## src/rtl/fib_pkg.sv

```systemverilog
// Shared types and constants for the Fibonacci index decoder.
package fib_pkg;

   localparam int unsigned WIDTH_DEF      = 20;
   localparam int unsigned IDX_W_DEF      = 8;
   localparam int unsigned FIB_MAX_20     = 832040;
   localparam int unsigned FIB_MAX_IDX_20 = 30;

   typedef enum logic [1:0] {
      IDLE   = 2'd0,
      SEARCH = 2'd1,
      DONE   = 2'd2
   } state_t;

endpackage

```

## src/rtl/fib_step.sv

```systemverilog
// One Fibonacci step: next term and carry out of the WIDTH-bit sum.
module fib_step
   import fib_pkg::*;
#(
   parameter int unsigned WIDTH = WIDTH_DEF
) (
   input  logic [WIDTH-1:0] prev,
   input  logic [WIDTH-1:0] curr,
   output logic [WIDTH-1:0] next_curr,
   output logic             carry
);

   logic [WIDTH:0] sum;

   assign sum       = {1'b0, prev} + {1'b0, curr};
   assign next_curr = sum[WIDTH-1:0];
   assign carry     = sum[WIDTH];

endmodule

```

## src/rtl/fib_index.sv

```systemverilog
// Classifies a value as Fibonacci or not and reports its index by walking the sequence.
module fib_index
   import fib_pkg::*;
#(
   parameter int unsigned WIDTH = WIDTH_DEF,
   parameter int unsigned IDX_W = IDX_W_DEF
) (
   input  logic             clock,
   input  logic             reset,
   input  logic             start,
   input  logic [WIDTH-1:0] value,
   output logic             busy,
   output logic             done,
   output logic             is_fib,
   output logic [IDX_W-1:0] index
);

   state_t           state, state_next;
   logic [WIDTH-1:0] target, target_next;
   logic [WIDTH-1:0] prev, prev_next;
   logic [WIDTH-1:0] curr, curr_next;
   logic [IDX_W-1:0] idx, idx_next;
   logic             is_fib_next;
   logic [IDX_W-1:0] index_next;
   logic [WIDTH-1:0] step_curr;
   logic             step_carry;

   fib_step #(
      .WIDTH (WIDTH)
   ) u_step (
      .prev      (prev),
      .curr      (curr),
      .next_curr (step_curr),
      .carry     (step_carry)
   );

   // Next-state, datapath and result logic.
   always_comb begin
      state_next  = state;
      target_next = target;
      prev_next   = prev;
      curr_next   = curr;
      idx_next    = idx;
      is_fib_next = is_fib;
      index_next  = index;

      unique case (state)
         IDLE, DONE: begin
            if (start) begin
               target_next = value;
               state_next  = SEARCH;
               prev_next   = '0;
               // Zero seeds at F(0) so it resolves with the same one-cycle search as value 1.
               if (value == '0) begin
                  curr_next = '0;
                  idx_next  = '0;
               end else begin
                  curr_next = WIDTH'(1);
                  idx_next  = IDX_W'(1);
               end
            end else if (state == DONE) begin
               state_next = IDLE;
            end
         end
         SEARCH: begin
            if (curr == target) begin
               state_next  = DONE;
               is_fib_next = 1'b1;
               index_next  = idx;
            end else if (curr > target) begin
               state_next  = DONE;
               is_fib_next = 1'b0;
               index_next  = idx;
            end else if (step_carry) begin
               state_next  = DONE;
               is_fib_next = 1'b0;
               index_next  = idx + IDX_W'(1);
            end else begin
               prev_next = curr;
               curr_next = step_curr;
               idx_next  = idx + IDX_W'(1);
            end
         end
         default: state_next = IDLE;
      endcase
   end

   // State, datapath and registered outputs.
   always_ff @(posedge clock or posedge reset) begin
      if (reset) begin
         state  <= IDLE;
         target <= '0;
         prev   <= '0;
         curr   <= '0;
         idx    <= '0;
         busy   <= 1'b0;
         done   <= 1'b0;
         is_fib <= 1'b0;
         index  <= '0;
      end else begin
         state  <= state_next;
         target <= target_next;
         prev   <= prev_next;
         curr   <= curr_next;
         idx    <= idx_next;
         busy   <= (state_next == SEARCH);
         done   <= (state_next == DONE);
         is_fib <= is_fib_next;
         index  <= index_next;
      end
   end

endmodule

```

## config.mk

```make
export PLATFORM = sky130hd
export DESIGN_NAME = fib_index
export DESIGN_NICKNAME = d
export VERILOG_FILES = /design/src/rtl/fib_pkg.sv /design/src/rtl/fib_step.sv /design/src/rtl/fib_index.sv
export SDC_FILE = /design/constraint.sdc
export NUM_CORES = 1
export LEC_CHECK = 0
export CAP_MARGIN = 0
export CORE_MARGIN = 5
export CORE_UTILIZATION = 40
export DETAILED_ROUTE_END_ITERATION = 10
export PLACE_DENSITY = 0.55
export SLEW_MARGIN = 20
export SYNTH_ARGS = -nofsm -noshare
export SYNTH_HDL_FRONTEND = slang
export SYNTH_SLANG_ARGS = --single-unit
export TNS_END_PERCENT = 5
```

## constraint.sdc

```tcl
create_clock -name clock -period 3.2 [get_ports clock]
set_clock_uncertainty 0.05 [all_clocks]
set_input_delay 0.48 -clock clock [delete_from_list [all_inputs] [get_ports clock]]
set_output_delay 0.48 -clock clock [all_outputs]
set_load 0.02 [all_outputs]
```

[After elaboration in Yosys (flattened, before gate mapping)]
Cells that the tools add are included.
Word-level totals
  bits in registers: 81
  output and inout bits: 11
  word-level logic and storage cells: 58
Cells by class
  add/sub/neg operators: 2
  magnitude comparators: 1
  equality and inequality tests: 9
  muxes and demuxes: 29
  reductions and logical operators: 8
Operators with widths (number)
  $mux W20: 8
  $pmux W20 S2: 2
  $mux W8: 7
  $add A20 B20 Y21: 1
  $eq A20 B20 Y1: 1
  $gt A20 B20 Y1: 1
  $logic_not A20 Y1: 1
  $pmux W8 S2: 1
  $mux W2: 5
  $add A8 B1 Y8 const B: 1
  $ne A2 B2 Y1 const B: 4
  $mux W1: 5
  $reduce_and A5 Y1: 1
  $eq A2 B1 Y1 const B: 2
  $eq A2 B2 Y1 const B: 2
  $pmux W2 S2: 1
  $reduce_and A2 Y1: 2
  $reduce_bool A3 Y1: 1
  $logic_not A2 Y1: 1
  $reduce_bool A2 Y1: 1
  $reduce_or A2 Y1: 1

[Depth between registers and ports, before layout]
  depth in word-level cells: 6
  depth in mapped cells: 12
  mapped depth without buffers: 10

[By module]
Synthesis repeated with hierarchy kept, for this count alone.
Second synthesis, totals
  cells, all modules: 599
  area, all modules: 5180.0 sq um
Modules (own cells, without submodules)
  fib_index: instances 1, cells each 457, area each 4167.7 sq um, sequential area each 2026.9 sq um
  fib_step: instances 1, cells each 142, area each 1012.2 sq um, sequential area each 0.0 sq um

[Worst setup path before layout]
No wires, ideal clock.
  path kind: flip-flop to flip-flop
  from: register prev[0]
  to: register curr[10]
  arrival: 2355 ps
  required time: 3040 ps
  slack: 684 ps
  cell stages (with the launch flop): 13
  clock period less this slack: 2516 ps
  cells stage by stage: dfrtp_1 -> ha_1 -> inv_1 -> fa_1 -> nor2b_1 -> o31ai_4 -> a211oi_2 -> o21ai_2 -> a41oi_4 -> buf_6 -> buf_4 -> nand2_1 -> o41ai_1
On the way
  word-level cells in the longest chain between the ends: 5
RTL lines
  from (decl): line fib_index.sv:20  | logic [WIDTH-1:0] prev, prev_next;
  from (signal assigned): line fib_index.sv:103  | prev <= prev_next;
  $add A20 B20 Y21 *: line fib_step.sv:15  | assign sum = {1'b0, prev} + {1'b0, curr};
  $mux W20: line fib_index.sv:74  | end else if (step_carry) begin
  $mux W20: line fib_index.sv:70  | end else if (curr > target) begin
  $mux W20: line fib_index.sv:66  | if (curr == target) begin
  $pmux W20 S2: line fib_index.sv:47  | unique case (state)
  to (signal assigned): line fib_index.sv:104  | curr <= curr_next;
  to (decl): line fib_index.sv:21  | logic [WIDTH-1:0] curr, curr_next;
Every way passes the cells marked *; elsewhere a longest branch is shown, timed or not. The select of a mux whose other input is x is not followed.
A chain may end at the register's enable or synchronous reset.

[Worst setup path after layout]
  from: register prev[0]
  to: register curr[4]
The elaborated chain is that of the path after synthesis.

==> results.yml <==
placed_design:
  io_buffers: 33
  dp_cells: 694
  gp_congestion: 0.8331
  pre_cts_slack_ps: 247.7
  dpl.hpwl_mm: 8.332
cells_and_area:
  syn2layout_area_growth_pct: 17.30
  fin_cells: 710
  antennaDiodeCount: 0
  final_nets: 627
  final_layout_size_suffix_gt1_share_pct: 6.702
yosys:
  syn-num-nets: 594
  ys.flop_type: "dfrtp_1"
  synthCells: 529
  postSynthAreaPerCell_um2: 8.969
  ys_types: 54
  async_reset_ff_share_pct: 100.0
  yosysSeqAreaShare_pct: 42.72
  synth_top_cell_area_share_pct: 42.72
  synth_seq_cells: 81
  synth_warnings: 0
  syn_area_um2: 4745
  yosysTopAreaCell: "dfrtp_1"
  yosys-top-cells-count: "96 x nand2_1, 81 x dfrtp_1, 69 x o21ai_0, 41 x ha_1"
  synth_area_leaders: "dfrtp_1 43%, ha_1 11%, nand2_1 7.6%, o21ai_0 7.3%, xor2_1 2.6%"
  synth-edff-count: 0
  yosysMostFrequentCell: "nand2_1"
grt:
  grt_pass1_vias: 3750
  grt_start_max_net_pins: 61
  antenna_found_initial: 0
  overflow: 0
  grt_pass1_wl_mm: 19.33
  grt_usage_pct: 17.00
floorplanning:
  dieArea_um2: 14140
  floorplan.die.width_um: 118.9
  ios: 34
  start_util_pct: 41.20
  rows: 39
  coreArea_um2: 11520
  die_y_um: 118.9
cts:
  numCtsBuffers: 9
  path_clk_slew_ps: 60
  cts_max_path_buffers: 2
  cts_tree: "built"
  root_buffer: "clkbuf_16"
  clock-sinks: 81
  cts_setup_buffers: 0
  cts_max_level: 3
  clk_latency_ps: 350
sta:
  timing.setup.tns_ps: 0
  setup_violations: 0
  rsz0062_at_grt: "no"
  min_period_ps: 2894
  worstMarginPinSlew_ps: 534.1
  fin_ws_ps: 306.3
  finalHoldViolCount: 0
  min_period_over_period_pct: 90.43
  slew_headroom_pct: 64.35
  final_max_slew_viol_count: 0
  fmax_mhz: 345.6
pwr:
  finalPower_mw: 5.284
  p_leak_nw: 2.469
  p_per_area_nw_per_um2: 949.4
  peakVddDrop_mv: 0.3597
worst_setup_path:
  slowest_stage: "fa_1"
  critPathLaunchType: "register"
  max_stage_delay_ps: 370
  crit_type: "reg -> reg"
  end_kind: "register"
  critPathMaxFanout: 60
  required_ps: 3390
  path_cells: "ha_1 -> inv_1 -> fa_1 -> nor2b_1 -> o31ai_4 -> a211oi_2 -> o21ai_2 -> a41oi_4 -> buf_12 -> inv_2 -> a31o_1"
  arrival_ps: 3080
  r2r_cells: 11
routing:
  wire_per_inst_um: 15.86
  wirelength_mm: 11.26
  dr.first_iter.drc_count: 243
  antenna_left: 0
  route.vias.total: 3733
  avgViaCountPerCell: 5.258
  drcViolationCount: 0
  first_pass_iters: 4
run_status:
  status: "finished, final reports clean"
flow_run:
  maxCapViolCount: 0
min_path:
  hold_class: "in -> async"
critical path, delay by kind of cell (launching register included):
kind	cells	cell delay, ps
flops	1	350
compound gates	5	1100
simple gates	1	290
fa+ha+maj	2	560
buf+inv	3	420
flip-flops by register name, summed over array words and instances, names as in the netlist:
register / cells
is_fib: 1
index: 8
busy: 1
prev: 20
state: 2
target: 20
idx: 8
curr: 20
done: 1
cells by family after synthesis:
kind of cell / count (synthesis) / synth area share, %
simple gates: 183 / 17.41
mux: 1 / 0.2110
compound gates: 151 / 20.39
flops: 81 / 42.72
xor+xnor: 19 / 3.507
buf+inv: 52 / 4.536
fa+ha+maj: 42 / 11.23
stage by stage:
step / utilization, % / hold slack (ps) / cell area, um2
final: 48.33 / 426.2 / 5565
after floorplan: - / 402.3 / 4745
after global routing: 48.33 / 476.7 / 5565
after global placement: 45.69 / 419.6 / 5261
after detailed placement: 45.69 / 432.4 / 5261
after CTS: 48.25 / 445.9 / 5557
metal layers:
layer,share of wire (%),track usage [%]
met3,4.2,4.502
met1,53,25.70
met4,1.0,4.852
met2,42,23.77
met5,0,0
power breakdown:
group	switching [mW]	internal [mW]	leakage [nW]	total, mW
Combinational	1.57	0.965	1.27	2.54
Sequential	0.280	1.42	1.06	1.70
Clock	0.439	0.604	0.146	1.04
what timing repair did:
item | in CTS | in global routing
hold buffers | 0 | 0
gates resized for setup | 0 | 1
endpoints found under the setup margin | 0 | 8
cell usage in the layout, fill, tap and decap left out, types with 5 or more instances in the layout:
| cell type | n |
|---|---|
| dfrtp_1 | 81 |
| xor2_1 | 14 |
| clkdlybuf4s50_1 | 33 |
| nand2b_1 | 9 |
| xnor2_1 | 5 |
| nor3_1 | 7 |
| o21ai_0 | 69 |
| o21a_1 | 11 |
| nand3_1 | 8 |
| a21oi_1 | 24 |
| nor2_1 | 30 |
| buf_4 | 8 |
| nor4_1 | 5 |
| ha_1 | 41 |
| clkbuf_16 | 9 |
| inv_1 | 29 |
| nand2_1 | 96 |
| o31ai_1 | 11 |
| and3_1 | 7 |
worst paths after layout:
kind | from | to | slack (ps)
max | prev[0] | curr[4] | 310
min | reset | target[4] | 430
max reg2reg | prev[0] | curr[4] | 310
min reg2reg | prev[7] | prev[7] | 440
max in group asynchronous | reset | curr[15] | 2020
min in group clock | prev[7] | prev[7] | 440
cell type report:
class                   instances  area, um2
clock inverters                 7      70.07
well taps                     143      178.9
multi-input cells             396       2516
inverters                      31      117.6
flip-flops and latches         81       2027
fillers                      1102       5951
repair buffers                 43      430.4
clock buffers                   9      225.2
No activity file was read; power rests on OpenSTA's default activity.
